<file path="src/rtl/mask_vect_sched.sv">
// mask_vect_sched: shares the mask vector engine between a search requester
// and a rule-update requester. An accepted update waits for in-flight searches
// to drain, then writes the NSEG mask lanes one lane per cycle. While an update
// is pending, at most MAX_RUN further searches are granted ahead of it.
// Optional feature macro: MASK_VECT_SCHED_STATS_EN adds search/update/stall
// counters on o_Search_Count, o_Upd_Count and o_Stall_Count.
module mask_vect_sched #(
    parameter int KWID    = 104,
    parameter int NSEG    = KWID / 8,
    parameter int SEGWID  = 10,
    parameter int MASKWID = KWID / 8,
    parameter int VTWID   = SEGWID * NSEG,
    parameter int IDWID   = 8,
    parameter int RD_LAT  = 2,
    parameter int MAX_RUN = 4
) (
    input  logic                    clk,
    input  logic                    rst,
    input  logic                    i_Search_Valid,
    output logic                    o_Search_Ready,
    input  logic [VTWID-1:0]        i_Search_Segment_Vector,
    input  logic [IDWID-1:0]        i_Search_Tag,
    input  logic                    i_Upd_Valid,
    output logic                    o_Upd_Ready,
    input  logic [VTWID-1:0]        i_Upd_Segment_Vector,
    input  logic [MASKWID*NSEG-1:0] i_Upd_Mask_Data,
    output logic [VTWID-1:0]        o_Segment_Vector,
    output logic [MASKWID*NSEG-1:0] o_Mask_Data,
    output logic [NSEG-1:0]         o_Mask_Wr_En,
    output logic                    o_Search_Issue,
    output logic                    o_Result_Valid,
    output logic [IDWID-1:0]        o_Result_Tag,
    output logic                    o_Upd_Done,
`ifdef MASK_VECT_SCHED_STATS_EN
    output logic [31:0]             o_Search_Count,
    output logic [31:0]             o_Upd_Count,
    output logic [31:0]             o_Stall_Count,
`endif
    output logic                    o_Busy
);

    localparam int LW = (NSEG > 1) ? $clog2(NSEG) : 1;
    localparam int RW = $clog2(MAX_RUN + 1);

    typedef enum logic [1:0] {IDLE, DRAIN, WRITE, DONE} state_t;

    state_t                         state, state_nxt;
    logic                           pending;
    logic [RW-1:0]                  run_cnt;
    logic [LW-1:0]                  lane;
    logic [VTWID-1:0]               upd_vec_q;
    logic [MASKWID*NSEG-1:0]        upd_mask_q;
    logic [VTWID-1:0]               srch_vec_q;
    logic [RD_LAT:0]                vld_pipe;
    logic [RD_LAT:0][IDWID-1:0]     tag_pipe;

    logic srch_acc, upd_acc, run_full, pipe_busy, last_lane;

    assign run_full  = pending && (run_cnt == RW'(MAX_RUN));
    assign srch_acc  = i_Search_Valid && o_Search_Ready;
    assign upd_acc   = i_Upd_Valid && o_Upd_Ready;
    assign pipe_busy = |vld_pipe;
    assign last_lane = (lane == LW'(NSEG - 1));

    assign o_Upd_Ready    = !pending;
    assign o_Busy         = (state != IDLE) || pending;
    assign o_Search_Issue = vld_pipe[0];
    assign o_Result_Valid = vld_pipe[RD_LAT];
    assign o_Result_Tag   = tag_pipe[RD_LAT];

    // FSM state register
    always_ff @(posedge clk) begin
        if (rst) state <= IDLE;
        else     state <= state_nxt;
    end

    // FSM next-state: update waits for run limit or a search gap, then drains
    always_comb begin
        state_nxt = state;
        case (state)
            IDLE:    if (pending && (run_full || !i_Search_Valid)) state_nxt = DRAIN;
            DRAIN:   if (!pipe_busy) state_nxt = WRITE;
            WRITE:   if (last_lane) state_nxt = DONE;
            DONE:    state_nxt = IDLE;
            default: state_nxt = IDLE;
        endcase
    end

    // FSM outputs: engine port mux and one-hot lane write enable
    always_comb begin
        o_Search_Ready   = 1'b0;
        o_Mask_Wr_En     = '0;
        o_Mask_Data      = '0;
        o_Segment_Vector = srch_vec_q;
        o_Upd_Done       = 1'b0;
        case (state)
            IDLE:  o_Search_Ready = !run_full;
            WRITE: begin
                o_Mask_Wr_En     = {{(NSEG-1){1'b0}}, 1'b1} << lane;
                o_Mask_Data      = upd_mask_q;
                o_Segment_Vector = upd_vec_q;
            end
            DONE:  o_Upd_Done = 1'b1;
            default: ;
        endcase
    end

    // update buffer, run-limit counter, lane index and search vector register
    always_ff @(posedge clk) begin
        if (rst) begin
            pending    <= 1'b0;
            run_cnt    <= '0;
            lane       <= '0;
            upd_vec_q  <= '0;
            upd_mask_q <= '0;
            srch_vec_q <= '0;
        end else begin
            if (upd_acc) begin
                pending    <= 1'b1;
                upd_vec_q  <= i_Upd_Segment_Vector;
                upd_mask_q <= i_Upd_Mask_Data;
            end else if (state == DONE) begin
                pending <= 1'b0;
            end
            if (state == DONE)
                run_cnt <= '0;
            else if (srch_acc && pending && !run_full)
                run_cnt <= run_cnt + RW'(1);
            lane <= (state == WRITE) ? lane + LW'(1) : '0;
            if (srch_acc) srch_vec_q <= i_Search_Segment_Vector;
        end
    end

    // tag shift pipe: stage 0 is the issue cycle, stage RD_LAT the result cycle
    always_ff @(posedge clk) begin
        if (rst) begin
            vld_pipe <= '0;
            tag_pipe <= '0;
        end else begin
            vld_pipe <= {vld_pipe[RD_LAT-1:0], srch_acc};
            tag_pipe <= {tag_pipe[RD_LAT-1:0], i_Search_Tag};
        end
    end

`ifdef MASK_VECT_SCHED_STATS_EN
    // wrapping event counters
    always_ff @(posedge clk) begin
        if (rst) begin
            o_Search_Count <= '0;
            o_Upd_Count    <= '0;
            o_Stall_Count  <= '0;
        end else begin
            if (srch_acc) o_Search_Count <= o_Search_Count + 32'd1;
            if (o_Upd_Done) o_Upd_Count <= o_Upd_Count + 32'd1;
            if (i_Search_Valid && !o_Search_Ready) o_Stall_Count <= o_Stall_Count + 32'd1;
        end
    end
`endif

endmodule
</file>
<file path="config.mk">
export PLATFORM = sky130hd
export DESIGN_NAME = mask_vect_sched
export DESIGN_NICKNAME = d
export VERILOG_FILES = /design/src/rtl/mask_vect_sched.sv
export SDC_FILE = /design/constraint.sdc
export NUM_CORES = 1
export LEC_CHECK = 0
export ABC_AREA = 1
export CORE_AREA = 10 10 294 296
export CTS_BUF_LIST = sky130_fd_sc_hd__clkbuf_8
export DETAILED_ROUTE_END_ITERATION = 6
export DIE_AREA = 0 0 304 306
export GPL_TIMING_DRIVEN = 0
export PLACE_DENSITY_LB_ADDON = 0.2
export SLEW_MARGIN = 5
export SYNTH_ARGS = -nofsm -noshare
export SYNTH_HDL_FRONTEND = slang
export SYNTH_SLANG_ARGS = --single-unit
</file>
<file path="constraint.sdc">
create_clock -name clk -period 2.6 [get_ports clk]
set_input_delay 0.52 -clock clk [delete_from_list [all_inputs] [get_ports clk]]
set_output_delay 0.52 -clock clk [all_outputs]
set_load 0.1 [all_outputs]
</file>
==> flow_summary.ini <==
[status]
run_status = complete, but fails checks
violations = setup timing

[place]
hpwlAfterDp_mm = 72.0
gp_congestion = 0.872
place_area_mm2 = 0.0281
port_buffers = 766

[timing]
finalHoldViolations = 0
setup_slack_ns = -0.179
setup_viol = 299
setup_tns_ns = -28.83
rsz0062_at_grt = yes
worstMarginPinSlew_ns = 1.05
relSlewSlack_pct = 29.6
slew_viol_final = 0
fmax_ghz = 0.360
period_share_pct = 107
finalClockSkew_ns = 0.0387
min_period_ns = 2.78

[power_and_ir_drop]
p_leak_nw = 16.5
power.density_mw_per_mm2 = 1060
irDropWorstVdd_v = 0.000609

[worst_setup_path]
cp_num_cells = 7
r2r_slack_ns = 0.19
cp_slowest_stage_delay_ns = 0.33
start_kind = register
crit_chain = inv_2, ha_4, buf_4, clkbuf_8, clkbuf_8, o21ai_2, buf_12
rr_endpoint = state[1]
crit_family = buffers and inverters
slowest_stage = dfxtp_2
cp_max_fo = 10
crit_path_frequent_cell = clkbuf_8
cp.required_ns = 2.08
end_kind = output pin
arrival_ns = 2.26
reg2reg_from = state[0]
reg2reg_depth = 14
worstPathBufferInverterCount = 5
setup.worst_path.start = state[0]
path_class = reg2out

[clock_tree]
numCtsBuffers = 90
cts_tree = built
cts.sinks = 466
clock_path_buffers = 3
htree_levels = 3
clkLatencyLatePin_ns = 0.67
cts_root_buffer = clkbuf_8
cts.clk_slew.worst_paths_ns = 0.06

[synth]
synth_cell_types = 24
synth_area_leaders = dfxtp_1 (49%), o21ai_0 (14%), nor2_1 (13%)
syn_nets = 3154
synth.most_common_cell = nor2_1
synth_ff_type = dfxtp_1
yosys.area_share.simple_pct = 19.5
synth_compound_area_share_pct = 18.4
postSynth.asyncResetShare_pct = 0
synth_area_mm2 = 0.0190
syn_avg_cell_area_um2 = 7.04
syn_inst = 2700
synth_edf_count = 0
yosys-top-cells-count = nor2_1 (646), o21ai_0 (537), dfxtp_1 (466)
synth-seq-cells = 466
synth_xor_area_share_pct = 0.0461
synth.yosys.seq_area_share_pct = 49.1
synth_top_family_by_area = simple AND/OR/NAND/NOR gates
yosysTopAreaCell = dfxtp_1
muxShareOfSynthArea_pct = 0
yosys_warnings = 0
synth_fa_ha_area_share_pct = 0.856
synth_top_area_share_pct = 49.1

[drt]
viasPerCell = 4.35
postRouteAntennaNets = 0
drt_first_pass_iters = 5
routedWlPerCell_um = 20.2
wl_mm = 95.9
num_vias = 20600
drt_iter0_drc = 1016
drc = 0

[worst_hold_path]
whs_path_depth = 3
hold_end = tag_pipe[6]
hold_start = i_Search_Tag[6]
hold_path_class = in2reg

[flow_run]
drv_cap = 0

[final_layout]
fin_area_mm2 = 0.0362
n_fill_cell = 7977
syn2layout_area_growth_pct = 90.4
nets = 4061
final_layout_size_suffix_gt1_share_pct = 27.9

[die]
initial_core_util_pct = 23.7
die_area_mm2 = 0.0930
coreArea_mm2 = 0.0803
rows = 104
pin_count = 767
die_y_um = 306
die_width_um = 304

[grt]
grt-busiest-layer = met2
grtUsageMet2_pct = 33.2
track_usage_pct = 18.9
grt_pass1_vias = 20100
antenna_found_initial = 29
grt_pass1_wl_mm = 133
met3_usage_pct = 7.08
grt_max_degree = 14
gr-total-overflow = 0
grt_util_met1_pct = 20.9
-- how the worst max path moves through the flow --
stage / to / slack, ns
final: o_Segment_Vector[30] / -0.18
after CTS: o_Segment_Vector[83] / -0.29
after global placement: o_Mask_Wr_En[5] / -1.41
after global routing: o_Segment_Vector[53] / -0.29
after detailed placement: o_Mask_Wr_En[5] / -1.41
after floorplan: o_Segment_Vector[100] / -1.04
-- report_power, final --
group / internal, mW / switching (mW)
logic: 8.03 / 14.5
registers: 8.18 / 0.483
clock network: 3.94 / 3.35
total: 20.2 / 18.3
-- kinds of logic after synthesis --
group                    after synthesis
AND/OR/NAND/NOR                      977
AO/OA/AOI/OAI                        696
buffers and inverters                547
flip-flops                           466
adder cells (fa/ha/maj)               13
XOR/XNOR                               1
-- tightest hold or removal path: stages --
cell and delay (ns):
clkdlybuf4s50_1 0.40, inv_1 0.05, nor2_1 0.03
-- layer usage --
layer  vias to the layer above  wire length (um)
met4                        22              2370
li1                      10200                 -
met3                       143              7280
met1                      9625             37300
met2                       594             48800
met5                         -               128
-- flip-flops by register name, summed over array words and instances, names as in the netlist --
signal,count
upd_mask_q,169
srch_vec_q,130
upd_vec_q,130
tag_pipe,16
o_Result_Tag,8
lane,4
run_cnt,3
vld_pipe,3
state,2
pending,1
-- repair_timing --
action                                  in CTS  in global routing
hold buffers                                 0                  0
setup buffers                               15                 12
cloned                                       5                 25
pin swaps                                    7                 91
gates resized for setup                   2599               1217
endpoints found under the setup margin     326                325
-- through the flow --
| stage | instances | hold slack [ns] | power [mW] | util, % | setup slack, ns |
|---|---|---|---|---|---|
| floorplan | 2700 | 0.388 | 19.9 | - | -1.04 |
| global placement | 4526 | 0.391 | 24.8 | 35.0 | -1.41 |
| detailed placement | 4526 | 0.392 | 24.9 | 35.0 | -1.41 |
| CTS | 4703 | 0.315 | 34.3 | 39.0 | -0.291 |
| global route | 4743 | 0.328 | 40.1 | 45.0 | -0.292 |
| finish | 4746 | 0.394 | 38.5 | 45.1 | -0.179 |
-- area by class of cell --
type	count	area [um^2]	share of cell area [%]
antenna	14	35.0	0.0969
buffer	199	1560	4.30
clock buffer	111	1530	4.22
clock inverter	46	244	0.675
inverter	346	1350	3.74
multi-input combinational	1687	9190	25.4
sequential	466	9330	25.8
tap	1060	1330	3.67
timing repair buffer	817	11600	32.1
-- layout by cell type, fill, tap and decap left out, types with 12 or more instances in the layout --
| master | instances |
|---|---|
| a21oi_1 | 135 |
| buf_12 | 316 |
| buf_2 | 63 |
| buf_4 | 21 |
| buf_6 | 38 |
| buf_8 | 19 |
| clkbuf_1 | 66 |
| clkbuf_16 | 24 |
| clkbuf_8 | 122 |
| clkdlybuf4s50_1 | 440 |
| dfxtp_1 | 464 |
| diode_2 | 14 |
| ha_1 | 12 |
| inv_1 | 268 |
| inv_2 | 94 |
| inv_4 | 22 |
| nand2_1 | 164 |
| nand2_2 | 51 |
| nand2_4 | 104 |
| nor2_1 | 633 |
| o21ai_0 | 409 |
| o21ai_1 | 39 |
| o21ai_2 | 60 |
| o21ai_4 | 51 |
Power figures use the tool's default switching activity.
